==> src/rtl/fpu_shift_pkg.sv <==
`default_nettype none
// ============================================================================
// Module      : fpu_shift_pkg
// Description : Shared constants and types for the FPU fraction-shifter arbiter.
// Revision    : 1.0 - initial release
// ============================================================================
package fpu_shift_pkg;

  localparam int FRAC_W     = 26;
  localparam int SHAMT_W    = 8;
  localparam int TAG_W      = 4;
  localparam int LOCK_CNT_W = 4;

  localparam logic REQ_ALIGN = 1'b0;
  localparam logic REQ_F2I   = 1'b1;

  localparam logic [LOCK_CNT_W-1:0] LOCK_CNT_MAX = '1;

  typedef enum logic [0:0] {
    EMPTY = 1'b0,
    FULL  = 1'b1
  } buf_state_t;

endpackage
`default_nettype wire

==> src/rtl/fpu_shift_arbiter_if.sv <==
`default_nettype none
// ============================================================================
// Module      : fpu_shift_arbiter_if
// Description : Two-requester shift request bus plus buffered response bus.
// Revision    : 1.0 - initial release
// ============================================================================
interface fpu_shift_arbiter_if;
  import fpu_shift_pkg::*;

  logic [1:0]           req_valid;
  logic [1:0]           req_ready;
  logic [1:0]           req_lock;
  logic [2*FRAC_W-1:0]  req_fraction;
  logic [2*SHAMT_W-1:0] req_shamt;
  logic [2*TAG_W-1:0]   req_tag;

  logic                 rsp_valid;
  logic                 rsp_ready;
  logic                 rsp_owner;
  logic [FRAC_W-1:0]    rsp_result;
  logic                 rsp_sticky;
  logic [TAG_W-1:0]     rsp_tag;

  // Requester/consumer side.
  modport master (
    output req_valid, req_lock, req_fraction, req_shamt, req_tag, rsp_ready,
    input  req_ready, rsp_valid, rsp_owner, rsp_result, rsp_sticky, rsp_tag
  );

  // Arbiter side.
  modport slave (
    input  req_valid, req_lock, req_fraction, req_shamt, req_tag, rsp_ready,
    output req_ready, rsp_valid, rsp_owner, rsp_result, rsp_sticky, rsp_tag
  );

endinterface
`default_nettype wire

==> src/rtl/fpu_sticky_gen.sv <==
`default_nettype none
// ============================================================================
// Module      : fpu_sticky_gen
// Description : OR of all fraction bits that a right shift by shamt discards.
// Revision    : 1.0 - initial release
// ============================================================================
module fpu_sticky_gen
  import fpu_shift_pkg::*;
#(
  parameter int DATA_W = FRAC_W,
  parameter int AMT_W  = SHAMT_W
) (
  input  logic [DATA_W-1:0] i_fraction,
  input  logic [AMT_W-1:0]  i_shamt,
  output logic              o_sticky
);

  logic [DATA_W-1:0] w_mask;

  // Bit b falls off the end whenever shamt exceeds b; saturates naturally.
  for (genvar b = 0; b < DATA_W; b++) begin : g_mask
    assign w_mask[b] = (32'(i_shamt) > 32'(b));
  end

  assign o_sticky = |(i_fraction & w_mask);

endmodule
`default_nettype wire

==> src/rtl/right_shift.sv <==
`default_nettype none
// ============================================================================
// Module      : right_shift
// Description : Combinational logarithmic right shifter, zero-filled from MSB.
// Revision    : 1.0 - initial release
// ============================================================================
module right_shift #(
  parameter int WIDTH = 26,
  parameter int AMT_W = 8
) (
  input  logic [WIDTH-1:0] i_din,
  input  logic [AMT_W-1:0] i_shamt,
  output logic [WIDTH-1:0] o_dout
);

  localparam int STAGES = $clog2(WIDTH);

  logic [WIDTH-1:0] w_stage [STAGES+1];
  logic             w_overflow;

  assign w_stage[0] = i_din;

  for (genvar s = 0; s < STAGES; s++) begin : g_stage
    assign w_stage[s+1] = i_shamt[s] ? (w_stage[s] >> (1 << s)) : w_stage[s];
  end

  // Amounts of WIDTH and beyond empty the word regardless of the low stages.
  assign w_overflow = (32'(i_shamt) >= 32'(WIDTH));
  assign o_dout     = w_overflow ? '0 : w_stage[STAGES];

endmodule
`default_nettype wire

==> src/rtl/fpu_shift_arbiter.sv <==
`default_nettype none
// ============================================================================
// Module      : fpu_shift_arbiter
// Description : Round-robin share of one fraction shifter between FP align and
//               float-to-int, with grant lock and a one-entry result buffer.
// Revision    : 1.0 - initial release
// ============================================================================
module fpu_shift_arbiter
  import fpu_shift_pkg::*;
(
  input  logic                CLK,
  input  logic                RST,
  fpu_shift_arbiter_if.slave  bus
);

  buf_state_t              r_state;
  buf_state_t              w_state_next;

  logic                    r_last_grant;
  logic                    r_lock_active;
  logic                    r_lock_owner;
  logic [LOCK_CNT_W-1:0]   r_lock_cnt;
  logic                    w_lock_expire;

  logic                    w_can_accept;
  logic [1:0]              w_grant;
  logic [1:0]              w_accept;
  logic                    w_any_accept;
  logic                    w_sel;
  logic                    w_sel_lock;

  logic [FRAC_W-1:0]       w_fraction;
  logic [SHAMT_W-1:0]      w_shamt;
  logic [TAG_W-1:0]        w_tag;
  logic [FRAC_W-1:0]       w_shifted;
  logic                    w_sticky;

  logic [FRAC_W-1:0]       r_result;
  logic                    r_sticky;
  logic [TAG_W-1:0]        r_tag;
  logic                    r_owner;

  // ---------------------------------------------------------------- arbiter
  assign w_can_accept = (r_state == EMPTY) | bus.rsp_ready;

  // A requester's grant looks only at the other side's valid, never its own.
  always_comb begin
    w_grant = 2'b00;
    if (r_lock_active) begin
      w_grant[r_lock_owner] = 1'b1;
    end else begin
      w_grant[0] = ~bus.req_valid[1] | r_last_grant;
      w_grant[1] = ~bus.req_valid[0] | ~r_last_grant;
    end
  end

  assign bus.req_ready = {2{w_can_accept}} & w_grant;
  assign w_accept      = bus.req_valid & bus.req_ready;
  assign w_any_accept  = |w_accept;
  assign w_sel         = w_accept[REQ_F2I] ? REQ_F2I : REQ_ALIGN;
  assign w_sel_lock    = w_sel ? bus.req_lock[1] : bus.req_lock[0];

  // ---------------------------------------------------------------- datapath
  assign w_fraction = w_sel ? bus.req_fraction[2*FRAC_W-1:FRAC_W]
                            : bus.req_fraction[FRAC_W-1:0];
  assign w_shamt    = w_sel ? bus.req_shamt[2*SHAMT_W-1:SHAMT_W]
                            : bus.req_shamt[SHAMT_W-1:0];
  assign w_tag      = w_sel ? bus.req_tag[2*TAG_W-1:TAG_W]
                            : bus.req_tag[TAG_W-1:0];

  right_shift #(
    .WIDTH (FRAC_W),
    .AMT_W (SHAMT_W)
  ) u_right_shift (
    .i_din   (w_fraction),
    .i_shamt (w_shamt),
    .o_dout  (w_shifted)
  );

  fpu_sticky_gen #(
    .DATA_W (FRAC_W),
    .AMT_W  (SHAMT_W)
  ) u_sticky_gen (
    .i_fraction (w_fraction),
    .i_shamt    (w_shamt),
    .o_sticky   (w_sticky)
  );

  // ---------------------------------------------------------------- lock
  assign w_lock_expire = r_lock_active & (r_lock_cnt == LOCK_CNT_MAX);

  // Expiry wins over a re-lock so the non-owner always gets a turn.
  always_ff @(posedge CLK or posedge RST) begin
    if (RST) begin
      r_last_grant  <= 1'b1;
      r_lock_active <= 1'b0;
      r_lock_owner  <= 1'b0;
      r_lock_cnt    <= '0;
    end else begin
      if (w_any_accept) begin
        r_last_grant <= w_sel;
      end
      if (w_lock_expire) begin
        r_lock_active <= 1'b0;
        r_lock_cnt    <= '0;
      end else if (w_any_accept && w_sel_lock && !r_lock_active) begin
        r_lock_active <= 1'b1;
        r_lock_owner  <= w_sel;
        r_lock_cnt    <= '0;
      end else if (w_any_accept && !w_sel_lock && r_lock_active) begin
        r_lock_active <= 1'b0;
        r_lock_cnt    <= '0;
      end else if (r_lock_active) begin
        r_lock_cnt    <= r_lock_cnt + 1'b1;
      end
    end
  end

  // ---------------------------------------------------------------- buffer
  always_ff @(posedge CLK or posedge RST) begin
    if (RST) begin
      r_state <= EMPTY;
    end else begin
      r_state <= w_state_next;
    end
  end

  always_comb begin
    w_state_next = r_state;
    case (r_state)
      EMPTY: begin
        if (w_any_accept) w_state_next = FULL;
      end
      FULL: begin
        if (w_any_accept)        w_state_next = FULL;
        else if (bus.rsp_ready)  w_state_next = EMPTY;
      end
      default: w_state_next = EMPTY;
    endcase
  end

  // Loads only on accept, which keeps the outputs frozen under backpressure.
  always_ff @(posedge CLK or posedge RST) begin
    if (RST) begin
      r_result <= '0;
      r_sticky <= 1'b0;
      r_tag    <= '0;
      r_owner  <= 1'b0;
    end else if (w_any_accept) begin
      r_result <= w_shifted;
      r_sticky <= w_sticky;
      r_tag    <= w_tag;
      r_owner  <= w_sel;
    end
  end

  assign bus.rsp_valid  = (r_state == FULL);
  assign bus.rsp_owner  = r_owner;
  assign bus.rsp_result = r_result;
  assign bus.rsp_sticky = r_sticky;
  assign bus.rsp_tag    = r_tag;

endmodule
`default_nettype wire

==> src/flat_wrapper.sv <==
// flat-port wrapper written by rule: the top's interface ports become plain ports
module fpu_shift_arbiter_flat import fpu_shift_pkg::*;
  (CLK, RST, bus_req_valid, bus_req_lock, bus_req_fraction, bus_req_shamt, bus_req_tag, bus_rsp_ready, bus_req_ready, bus_rsp_valid, bus_rsp_owner, bus_rsp_result, bus_rsp_sticky, bus_rsp_tag);
  fpu_shift_arbiter_if bus_i ();
  input  logic CLK;
  input  logic RST;
  input wire logic [$bits(bus_i.req_valid)-1:0] bus_req_valid;
  input wire logic [$bits(bus_i.req_lock)-1:0] bus_req_lock;
  input wire logic [$bits(bus_i.req_fraction)-1:0] bus_req_fraction;
  input wire logic [$bits(bus_i.req_shamt)-1:0] bus_req_shamt;
  input wire logic [$bits(bus_i.req_tag)-1:0] bus_req_tag;
  input wire logic [$bits(bus_i.rsp_ready)-1:0] bus_rsp_ready;
  output wire logic [$bits(bus_i.req_ready)-1:0] bus_req_ready;
  output wire logic [$bits(bus_i.rsp_valid)-1:0] bus_rsp_valid;
  output wire logic [$bits(bus_i.rsp_owner)-1:0] bus_rsp_owner;
  output wire logic [$bits(bus_i.rsp_result)-1:0] bus_rsp_result;
  output wire logic [$bits(bus_i.rsp_sticky)-1:0] bus_rsp_sticky;
  output wire logic [$bits(bus_i.rsp_tag)-1:0] bus_rsp_tag;
  assign bus_i.req_valid = bus_req_valid;
  assign bus_i.req_lock = bus_req_lock;
  assign bus_i.req_fraction = bus_req_fraction;
  assign bus_i.req_shamt = bus_req_shamt;
  assign bus_i.req_tag = bus_req_tag;
  assign bus_i.rsp_ready = bus_rsp_ready;
  assign bus_req_ready = bus_i.req_ready;
  assign bus_rsp_valid = bus_i.rsp_valid;
  assign bus_rsp_owner = bus_i.rsp_owner;
  assign bus_rsp_result = bus_i.rsp_result;
  assign bus_rsp_sticky = bus_i.rsp_sticky;
  assign bus_rsp_tag = bus_i.rsp_tag;
  fpu_shift_arbiter u_core (.CLK(CLK), .RST(RST), .bus(bus_i));
endmodule
==> config.mk <==
export PLATFORM = sky130hd
export DESIGN_NAME = fpu_shift_arbiter_flat
export DESIGN_NICKNAME = d
export VERILOG_FILES = /design/src/rtl/fpu_shift_pkg.sv /design/src/rtl/fpu_shift_arbiter_if.sv /design/src/rtl/fpu_sticky_gen.sv /design/src/rtl/right_shift.sv /design/src/rtl/fpu_shift_arbiter.sv /design/src/flat_wrapper.sv
export SDC_FILE = /design/constraint.sdc
export NUM_CORES = 1
export LEC_CHECK = 0
export ABC_AREA = 1
export ABC_CLOCK_PERIOD_IN_PS = 2600
export CORE_ASPECT_RATIO = 0.9
export CORE_UTILIZATION = 60
export DETAILED_ROUTE_END_ITERATION = 10
export DONT_BUFFER_PORTS = 1
export HOLD_SLACK_MARGIN = 0.05
export PLACE_DENSITY = 0.76
export SYNTH_ARGS = -nofsm -noshare
export SYNTH_HDL_FRONTEND = slang
export SYNTH_SLANG_ARGS = --single-unit
==> constraint.sdc <==
create_clock -name CLK -period 2.6 [get_ports CLK]
set_clock_uncertainty 0.2 [all_clocks]
set_input_delay 0.26 -clock CLK [delete_from_list [all_inputs] [get_ports CLK]]
set_output_delay 0.26 -clock CLK [all_outputs]
set_load 0.01 [all_outputs]
== After elaboration in Yosys (flattened, before gate mapping) ==
Cells that the tools add are included.
Word-level totals
  register bits: 40
  bits of input ports: 83
  output and inout bits: 35
  logic and storage cells: 89
Operators by class
  add/sub/neg operators: 1
  magnitude comparators: 29
  equal/unequal tests: 1
  mux-type cells: 25
  bitwise logic cells: 12
  reductions and logical operators: 12
Operator list (number)
  26-bit 2-to-1 mux: 7
  8-bit by 5-bit greater-than comparator with 1-bit output (second input constant): 10
  8-bit by 4-bit greater-than comparator with 1-bit output (second input constant): 8
  8-bit by 3-bit greater-than comparator with 1-bit output (second input constant): 4
  26-bit bitwise AND: 1
  26-bit OR reduction: 1
  4-bit 2-to-1 mux: 5
  8-bit by 1-bit greater-than comparator with 1-bit output (second input constant): 2
  8-bit by 2-bit greater-than comparator with 1-bit output (second input constant): 2
  1-bit 2-to-1 mux: 9
  8-bit by 5-bit greater-or-equal comparator with 1-bit output (second input constant): 1
  8-bit 2-to-1 mux: 1
  1-bit logical AND: 5
  1-bit inverter: 5
  4-bit by 1-bit adder with 4-bit output (second input constant): 1
  2-bit bitwise AND: 2
  4-bit == test (second input constant): 1
  4-bit nonzero test: 1
  1-bit bitwise OR: 3
  3-bit nonzero test: 1
  1-bit logical NOT: 2
  1-bit by 2-bit less-than comparator with 1-bit output (second input constant): 1
  2-bit 2-to-1 mux: 1
  1-bit one-hot mux with 2 select lines: 1
  5 further kinds: 5

== Depth between registers and ports, before layout ==
Gate-level depths: netlist of the first run.
  depth in word-level cells: 15
  mapped depth: 17
  depth with buffers taken out: 16

== Hierarchy ==
From an unflattened synthesis of the first run, not the netlist that was laid out.
Unflattened totals
  cell total of the unflattened synthesis: 734
  area, all modules: 4043.9 um^2
By module, submodules not included
  fpu_shift_arbiter: times used 1, cells each 309, area each 2127.0 um^2, seq. area each 1002.2 um^2
  right_shift: times used 1, cells each 300, area each 1347.5 um^2, seq. area each 0.0 um^2
  fpu_sticky_gen: times used 1, cells each 125, area each 569.3 um^2, seq. area each 0.0 um^2

== Worst setup path after synthesis of the first run ==
OpenSTA, ideal clock, no wires.
  kind: register -> register
  from: register u_core.r_state (netlist: u_core.bus.rsp_valid)
  to: register u_core.r_result[0] (netlist: u_core.bus.rsp_result[0])
  setup time: 0.117 ns
  arrival time: 1.876 ns
  required time: 2.283 ns
  slack: 0.407 ns
  stages on the path, launching flop included: 14
  path buffers: 3
  clock period less this slack: 2.193 ns
  cells stage by stage: dfrtp_1 -> nand2_1 -> nand4_4 -> buf_6 -> buf_6 -> nand2_2 -> nand2_2 -> buf_6 -> nor4_2 -> nor2_1 -> nand2_1 -> nand2_1 -> nand3_1 -> nand2_1
On the way
  word-level cells in the longest chain between the ends: 12
  elaborated cells between the ends (all ways): 15
  classes of those cells: order compare (1); mux (9); bitwise (4); reduce/logical (1)
Ends and longest elaborated chain
  from (decl): RTL line fpu_shift_arbiter.sv:16  | buf_state_t r_state;
  from (signal assigned): RTL line fpu_shift_arbiter.sv:124  | r_state <= w_state_next;
  1-bit inverter (*): RTL line fpu_shift_arbiter.sv:44  | assign w_can_accept = (r_state == EMPTY) | bus.rsp_ready;
  1-bit bitwise OR (*): RTL line fpu_shift_arbiter.sv:44
  2-bit bitwise AND (*): RTL line fpu_shift_arbiter.sv:57  | assign bus.req_ready = {2{w_can_accept}} & w_grant;
  2-bit bitwise AND (*): RTL line fpu_shift_arbiter.sv:58  | assign w_accept = bus.req_valid & bus.req_ready;
  1-bit 2-to-1 mux: RTL line fpu_shift_arbiter.sv:60  | assign w_sel = w_accept[REQ_F2I] ? REQ_F2I : REQ_ALIGN;
  26-bit 2-to-1 mux / 8-bit 2-to-1 mux (equally long branches): RTL line fpu_shift_arbiter.sv:64, fpu_shift_arbiter.sv:66
  26-bit 2-to-1 mux (5 in series): RTL line right_shift.sv:24  | assign w_stage[s+1] = i_shamt[s] ? (w_stage[s] >> (1 << s)) : w_stage[s];
  26-bit 2-to-1 mux: RTL line right_shift.sv:29  | assign o_dout = w_overflow ? '0 : w_stage[STAGES];
  to (signal assigned): RTL line fpu_shift_arbiter.sv:150  | r_result <= w_shifted;
  to (decl): RTL line fpu_shift_arbiter.sv:38  | logic [FRAC_W-1:0] r_result;
Every way passes the cells marked *; elsewhere a longest branch is shown, timed or not.
A chain may end at the register's enable or synchronous reset.

== Worst setup path in the final report of the first run ==
  from: register u_core.r_last_grant
  to: register u_core.r_sticky (netlist: u_core.bus.rsp_sticky)
On the way
  word-level cells in the longest chain between the ends: 10
  elaborated cells between the ends (all ways): 38
  classes of those cells: order compare (26); mux (4); bitwise (6); reduce/logical (2)
Ends and longest elaborated chain
  from (decl): RTL line fpu_shift_arbiter.sv:19  | logic r_last_grant;
  from (signal assigned): RTL line fpu_shift_arbiter.sv:101  | r_last_grant <= w_sel;
  1-bit inverter: RTL line fpu_shift_arbiter.sv:53  | w_grant[1] = ~bus.req_valid[0] | ~r_last_grant;
  1-bit bitwise OR: RTL line fpu_shift_arbiter.sv:53
  2-bit 2-to-1 mux (*): RTL line fpu_shift_arbiter.sv:49  | if (r_lock_active) begin
  2-bit bitwise AND (*): RTL line fpu_shift_arbiter.sv:57
  2-bit bitwise AND (*): RTL line fpu_shift_arbiter.sv:58
  1-bit 2-to-1 mux: RTL line fpu_shift_arbiter.sv:60
  8-bit 2-to-1 mux: RTL line fpu_shift_arbiter.sv:66  | assign w_shamt = w_sel ? bus.req_shamt[2*SHAMT_W-1:SHAMT_W]
  8-bit by 1-bit greater-than comparator with 1-bit output, or another cell as far along: RTL line fpu_sticky_gen.sv:22  | assign w_mask[b] = (32'(i_shamt) > 32'(b));
  26-bit bitwise AND: RTL line fpu_sticky_gen.sv:25  | assign o_sticky = |(i_fraction & w_mask);
  26-bit OR reduction: RTL line fpu_sticky_gen.sv:25
  to (signal assigned): RTL line fpu_shift_arbiter.sv:151  | r_sticky <= w_sticky;
  to (decl): RTL line fpu_shift_arbiter.sv:39  | logic r_sticky;
Marked as above.

==> impl_metrics.py, run 1 <==
metrics = {
    "synthesis": {
        "synth_area_um2": 4150,
        "synthMuxAreaShare": 0,
        "ys_types": 37,
        "synth_seq_cells": 40,
        "yosysSeqAreaShare": 0.242,
        "synth-adder-area-share": 0.00302,
        "async_flop_share": 1.00,
        "syn_nets": 797,
        "synth_top_family_by_area": "simple AND/OR/NAND/NOR gates",
        "avgSynthCellArea_um2": 5.82,
        "synth-xor-area-share": 0.00422,
        "postSynthCellCount": 713,
        "synth_simple_gate_area_share": 0.502,
        "ys.warnings.count": 0,
        "ys.flop_type": "dfrtp_1",
        "synth_edf_count": 0,
        "synth_compound_area_frac": 0.132,
    },
    "power_and_ir_drop": {
        "switchingPower_uw": 2520,
        "peakVddDrop_uv": 589,
        "powerDensity_nw_per_um2": 1000,
        "combPwrFrac": 0.689,
        "power.leakage_uw": 0.00245,
        "p_clk_frac": 0.111,
        "p_int_uw": 2140,
        "seqPwrFrac": 0.200,
        "switching_share": 0.540,
    },
    "sta": {
        "min_period_ps": 2550,
        "worst_slew_margin_rel": 0.671,
        "timing.hold.ws_ps": 103,
        "post-route-period-util": 0.982,
        "finalSetupViolCount": 0,
        "timing.final.ws_setup_ps": 47.1,
        "max_freq_mhz": 392,
        "hold_violations": 0,
        "slew_viol_final": 0,
        "tightest_slew_ps": 494,
        "rsz0062_at_grt": "yes",
    },
    "floorplan": {
        "die-area_um2": 7250,
        "die_w_um": 89.7,
        "coreArea_um2": 6620,
        "num_rows": 28,
        "die_y_um": 80.9,
        "start_util": 0.627,
        "pin_count": 118,
    },
    "grt": {
        "grt_max_degree": 41,
        "grt_overflow": 0,
        "grt_antenna_before_repair": 0,
        "track_usage": 0.388,
        "grt_pass1_wl_um": 21300,
        "grt_pass1_vias": 4386,
    },
    "setup_path": {
        "end_kind": "flip-flop",
        "arrival_ps": 2530,
        "critPathRequiredTime_ps": 2580,
        "reg2reg_depth": 15,
        "critPathMaxFanout": 14,
        "r2r-start": "u_core.r_last_grant",
        "crit_start": "u_core.r_last_grant",
        "crit_type": "flip-flop to flip-flop",
        "critPathLaunchType": "flip-flop",
    },
    "placed_design": {
        "post-dp-hpwl_um": 10600,
        "pre_cts_slack_ps": 111,
        "placed_cells": 798,
        "gp_congestion": 1.02,
        "io_buffers": 0,
    },
    "run": {
        "cap_violations": 0,
    },
    "finish": {
        "stdcell_count": 823,
        "layout-drive-gt1-share": 0.139,
        "diodes": 0,
        "syn_to_final_growth_pct": 11.9,
        "final_nets": 816,
        "final_core_util": 0.701,
    },
    "route": {
        "vias_per_cell": 5.90,
        "dr.max_layer_used": "met4",
        "wl_met2_um": 6060,
        "wirelength_um": 13900,
        "m1WireLength_um": 6060,
        "route.detailed.drc": 0,
        "met3_length_um": 1490,
        "vias": 4857,
        "drt-initial-drc-count": 567,
        "firstDrtPassIters": 8,
        "wl_per_cell_um": 16.9,
        "ant_nets": 0,
    },
    "clock_network": {
        "clk_root_buffer_cell": "clkbuf_8",
        "clockBufferDepth": 2,
        "clock_sinks": 40,
        "clk_pin_slew_ps": 80,
        "h-tree-depth": 2,
        "cts_tree": "done",
        "clock_latency_ps": 290,
        "cts_inserted_buffers": 5,
    },
    "worst_hold_path": {
        "hold_path.startpoint": "bus_req_tag[3]",
        "hold_path_depth": 2,
        "min-delay-path-class": "input port to flip-flop",
    },
    "outcome": {
        "outcome": "finished clean",
    },
}
[worst paths after layout]
kind	end	slack [ps]
max	u_core.bus.rsp_sticky	50
max reg2reg	u_core.bus.rsp_sticky	50
max in group asynchronous	u_core.r_last_grant	1500
min in group asynchronous	u_core.bus.rsp_result[15]	340
min	u_core.bus.rsp_tag[3]	100
min reg2reg	u_core.bus.rsp_result[15]	360
[area by class of cell]
cell class | count | area, um2
Inverter | 62 | 243
Tap cell | 90 | 113
Fill cell | 594 | 1980
Multi-Input combinational cell | 575 | 2700
Timing Repair Buffer | 48 | 473
Clock inverter | 3 | 46.3
Sequential cell | 40 | 1000
Clock buffer | 5 | 68.8
[state kept, by name, summed over array words and instances (netlist names)]
| name | count |
|---|---|
| u_core.r_lock_owner | 1 |
| u_core.bus.rsp_tag | 4 |
| u_core.bus.rsp_result | 26 |
| u_core.r_last_grant | 1 |
| u_core.bus.rsp_owner | 1 |
| u_core.bus.rsp_sticky | 1 |
| u_core.bus.rsp_valid | 1 |
| u_core.r_lock_active | 1 |
| u_core.r_lock_cnt | 4 |
[layer usage]
| layer | GRT usage | vias to the layer above |
|---|---|---|
| li1 | - | 2329 |
| met1 | 0.549 | 2175 |
| met2 | 0.616 | 313 |
| met3 | 0.0437 | 40 |
| met4 | 0.121 | 0 |
| met5 | 0 | - |
[layout by cell type, fill, tap and decap left out, types with 5 or more instances in the layout]
| master | n |
|---|---|
| o21ai_2 | 15 |
| inv_2 | 5 |
| o211ai_1 | 6 |
| dlygate4sd3_1 | 11 |
| nor2_1 | 29 |
| o21ai_0 | 27 |
| dfrtp_1 | 39 |
| clkbuf_8 | 5 |
| nor2_2 | 6 |
| inv_1 | 55 |
| buf_6 | 6 |
| a21oi_1 | 14 |
| nand2_2 | 15 |
| nand4_1 | 22 |
| o21ai_1 | 22 |
| nand3_1 | 79 |
| nand2_1 | 314 |
| buf_4 | 26 |
[through the flow]
step / setup TNS, ps / cell area, um2 / power (uW)
global route: -247 / 4640 / 5010
global placement: 0 / 4280 / 3760
detailed placement: 0 / 4280 / 3800
finish: 0 / 4640 / 4650
floorplan: 0 / 4150 / 3070
CTS: 0 / 4500 / 4370
[synthesized netlist by cell type, drive strengths merged (2+ instances only)]
master | number | area share
xor2 | 2 | 0.0042
nand3 | 81 | 0.10
or2 | 4 | 0.0060
dfrtp | 39 | 0.24
a21oi | 15 | 0.019
o21ai | 65 | 0.093
buf | 31 | 0.056
clkbuf | 5 | 0.0045
nand2 | 332 | 0.31
o211ai | 6 | 0.011
inv | 62 | 0.056
nor2 | 38 | 0.042
nand4 | 23 | 0.038
[power by group through the flow]
stage | sequential (uW) | clock (uW) | combinational, uW
detailed placement | 936 | 0 | 2860
finish | 932 | 515 | 3210
global route | 949 | 539 | 3520
CTS | 924 | 517 | 2930
global placement | 926 | 0 | 2830
floorplan | 916 | 0 | 2160
[logic make-up (layout without fill, tap and decap cells)]
| logic type | count (synthesis) | in the layout |
|---|---|---|
| AND/OR/NAND/NOR | 481 | 481 |
| AO/OA/AOI/OAI | 91 | 91 |
| flip-flops | 40 | 40 |
| adder cells (fa/ha/maj) | 1 | 1 |
| buffers and inverters | 98 | 118 |
| XOR/XNOR | 2 | 2 |
[what timing repair did]
action / 4_1_cts / 5_1_grt
buffers inserted: 0 / 5
endpoints found under the hold margin: 46 / 0
hold buffers: 11 / 0
setup endpoints to repair: 0 / 28
gates resized for setup: 0 / 28
[worst max-delay path, stage by stage, from the launching register on]
cell and delay (ps):
dfstp_2 570, nand3_2 110, nand4_4 180, buf_12 170, nand2_1 60, nand2_1 120, nand2_1 90, nor2_1 90
buf_4 180, nand3_1 80, nand2_1 80, nand2_1 60, nor2_1 190, nand2_1 90, nor2_1 90, a21oi_1 60
(Power assumes the default switching activity.)
==> run 2: changes to the inputs <==
Settings changed: CAP_MARGIN from default to 15, CTS_CLUSTER_SIZE from default to 30, REMOVE_ABC_BUFFERS from default to 1.
==> run 2 against run 1 <==
Against the previous run: core utilization rose by 1.4 points; power rose by 3.6%; critical path depth shrank 5; global-route usage grew 1.0 points; register-to-register slack about the same; sequential cell count unchanged; die area is the same; largest cell class unchanged.
==> impl_metrics.py, run 2 (same netlist as run 1, synthesis figures left out) <==
metrics = {
    "outcome": {
        "outcome": "finished clean",
    },
    "setup_path": {
        "critPathRequiredTime_ps": 2640,
        "critPathMaxStageDelay_ps": 560,
        "end_kind": "flip-flop",
        "endpoint": "u_core.bus.rsp_tag[0]",
        "r2r-start": "u_core.bus.rsp_valid",
        "reg2reg_depth": 10,
        "critPathLaunchType": "flip-flop",
        "crit_start": "u_core.bus.rsp_valid",
        "path_depth": 10,
        "arrival_ps": 2600,
        "slowest_stage": "dlygate4sd3_1",
        "critPathMaxFanout": 12,
        "crit_family": "buffers and inverters",
        "rrSetupSlack_ps": 50,
        "cp.buffers_inverters": 3,
        "crit_type": "flip-flop to flip-flop",
        "rr_endpoint": "u_core.bus.rsp_tag[0]",
        "path_cells": "nand2_2, buf_6, nand2_1, a31oi_2, nand2_1, nand2_2, buf_4, o21ai_0, o21ai_0, dlygate4sd3_1",
    },
    "power_and_ir_drop": {
        "switching_share": 0.544,
        "combPwrFrac": 0.689,
        "seqPwrFrac": 0.193,
        "switchingPower_uw": 2620,
        "powerDensity_nw_per_um2": 1020,
        "peakVddDrop_uv": 442,
        "p_clk_frac": 0.118,
        "finalPower_uw": 4820,
        "power.leakage_uw": 0.00251,
        "p_int_uw": 2200,
    },
    "route": {
        "route.detailed.drc": 0,
        "vias_per_cell": 6.24,
        "wl_per_cell_um": 17.7,
        "wirelength_um": 14800,
        "vias": 5201,
        "drt-initial-drc-count": 560,
        "firstDrtPassIters": 6,
        "ant_nets": 0,
    },
    "finish": {
        "largest_reg_flops": 26,
        "n_fill_cell": 587,
        "diodes": 0,
        "syn_to_final_growth_pct": 14.1,
        "final_cell_mix": "nand2_1 (316), nand3_1 (79), inv_1 (55)",
        "layout-drive-gt1-share": 0.149,
        "final_common_cell": "nand2_1",
        "final_nets": 827,
    },
    "grt": {
        "grt_antenna_before_repair": 0,
        "grt_pass1_wl_um": 21900,
        "grt_pass1_vias": 4514,
        "grt_max_degree": 37,
        "track_usage": 0.398,
        "grt_overflow": 0,
    },
    "floorplan": {
        "die-area_um2": 7250,
        "die_y_um": 80.9,
        "die_w_um": 89.7,
        "coreArea_um2": 6620,
        "num_rows": 28,
        "start_util": 0.627,
        "pin_count": 118,
    },
    "sta": {
        "slew_viol_final": 0,
        "min_period_ps": 2550,
        "max_freq_mhz": 391,
        "hold_violations": 0,
        "timing.final.ws_setup_ps": 45.1,
        "tightest_slew_ps": 703,
        "rsz0062_at_grt": "yes",
        "worst_slew_margin_rel": 0.531,
        "finalSetupViolCount": 0,
        "fin_setup_tns_ps": 0,
        "post-route-period-util": 0.983,
    },
    "clock_network": {
        "cts_inserted_buffers": 5,
        "clk_pin_slew_ps": 90,
        "h-tree-depth": 2,
        "clockBufferDepth": 2,
        "cts_tree": "done",
        "clock_sinks": 40,
        "clk_root_buffer_cell": "clkbuf_8",
        "clock_latency_ps": 300,
    },
    "run": {
        "cap_violations": 0,
    },
    "placed_design": {
        "post-dp-hpwl_um": 10500,
        "io_buffers": 0,
        "gp_congestion": 0.993,
        "pre_cts_slack_ps": 56.8,
    },
    "worst_hold_path": {
        "min-delay-path-class": "input port to flip-flop",
    },
}
-- run 2: cell count changes in the layout (fill, tap and decap cells not counted), sizes merged --
cell / delta
clkinv: +1
dlygate4sd3: +1
clkinvlp: -1
inv: -1
clkbuf: +1
buf: +10
-- run 2: layer usage --
metal / vias up / GRT usage / routed length [um]
met2: 434 / 0.626 / 6640
met5: - / 0 / 0
met3: 57 / 0.0904 / 2050
met1: 2356 / 0.525 / 5610
met4: 0 / 0.159 / 478
li1: 2354 / - / -
-- run 2: final cells by class --
cell class / instances / area, um2 / area share
multi-input combinational: 575 / 2700 / 0.570
sequential: 40 / 1000 / 0.212
timing repair buffer: 59 / 558 / 0.118
inverter: 62 / 240 / 0.0507
tap: 90 / 113 / 0.0238
clock buffer: 6 / 82.6 / 0.0174
clock inverter: 2 / 38.8 / 0.00819
-- run 2: per-stage QoR --
step                      utilization  cells  hold WS [ps]  instance area, um2
after floorplan                     -    677           248                3900
after global placement          0.651    802          63.9                4310
after detailed placement        0.651    802          93.3                4310
after CTS                       0.687    822           119                4550
after global routing            0.715    834           154                4740
final                           0.715    834           138                4740
-- run 2: worst min-delay path by stage --
stage | from | endpoint | slack, ps | cells after the start
after detailed placement | RST | u_core.bus.rsp_result[14] | 90 | 1
after global placement | RST | u_core.bus.rsp_result[14] | 60 | 1
after floorplan | bus_req_tag[4] | u_core.bus.rsp_tag[0] | 250 | 2
after global routing | bus_rsp_ready | u_core.bus.rsp_valid | 150 | 4
after CTS | bus_req_valid[1] | u_core.bus.rsp_owner | 120 | 4
final | bus_rsp_ready | u_core.bus.rsp_valid | 140 | 4
-- run 2: power groups by stage --
stage | clock network, uW | logic, uW | registers, uW
after global placement | 0 | 2830 | 926
after detailed placement | 0 | 2880 | 932
final | 571 | 3320 | 928
after global routing | 597 | 3610 | 951
after CTS | 565 | 2950 | 920
after floorplan | 0 | 1920 | 916
-- run 2: worst min-delay path: stages --
cell and delay [ps]:
inv_1 30, nand2_2 90, buf_6 160, nand2_1 60
-- run 2: what timing repair did --
item,CTS,global route
endpoints found under the setup margin,0,30
gates resized for setup,0,26
buffers inserted,0,11
hold buffers,12,0
hold endpoints to repair,23,0
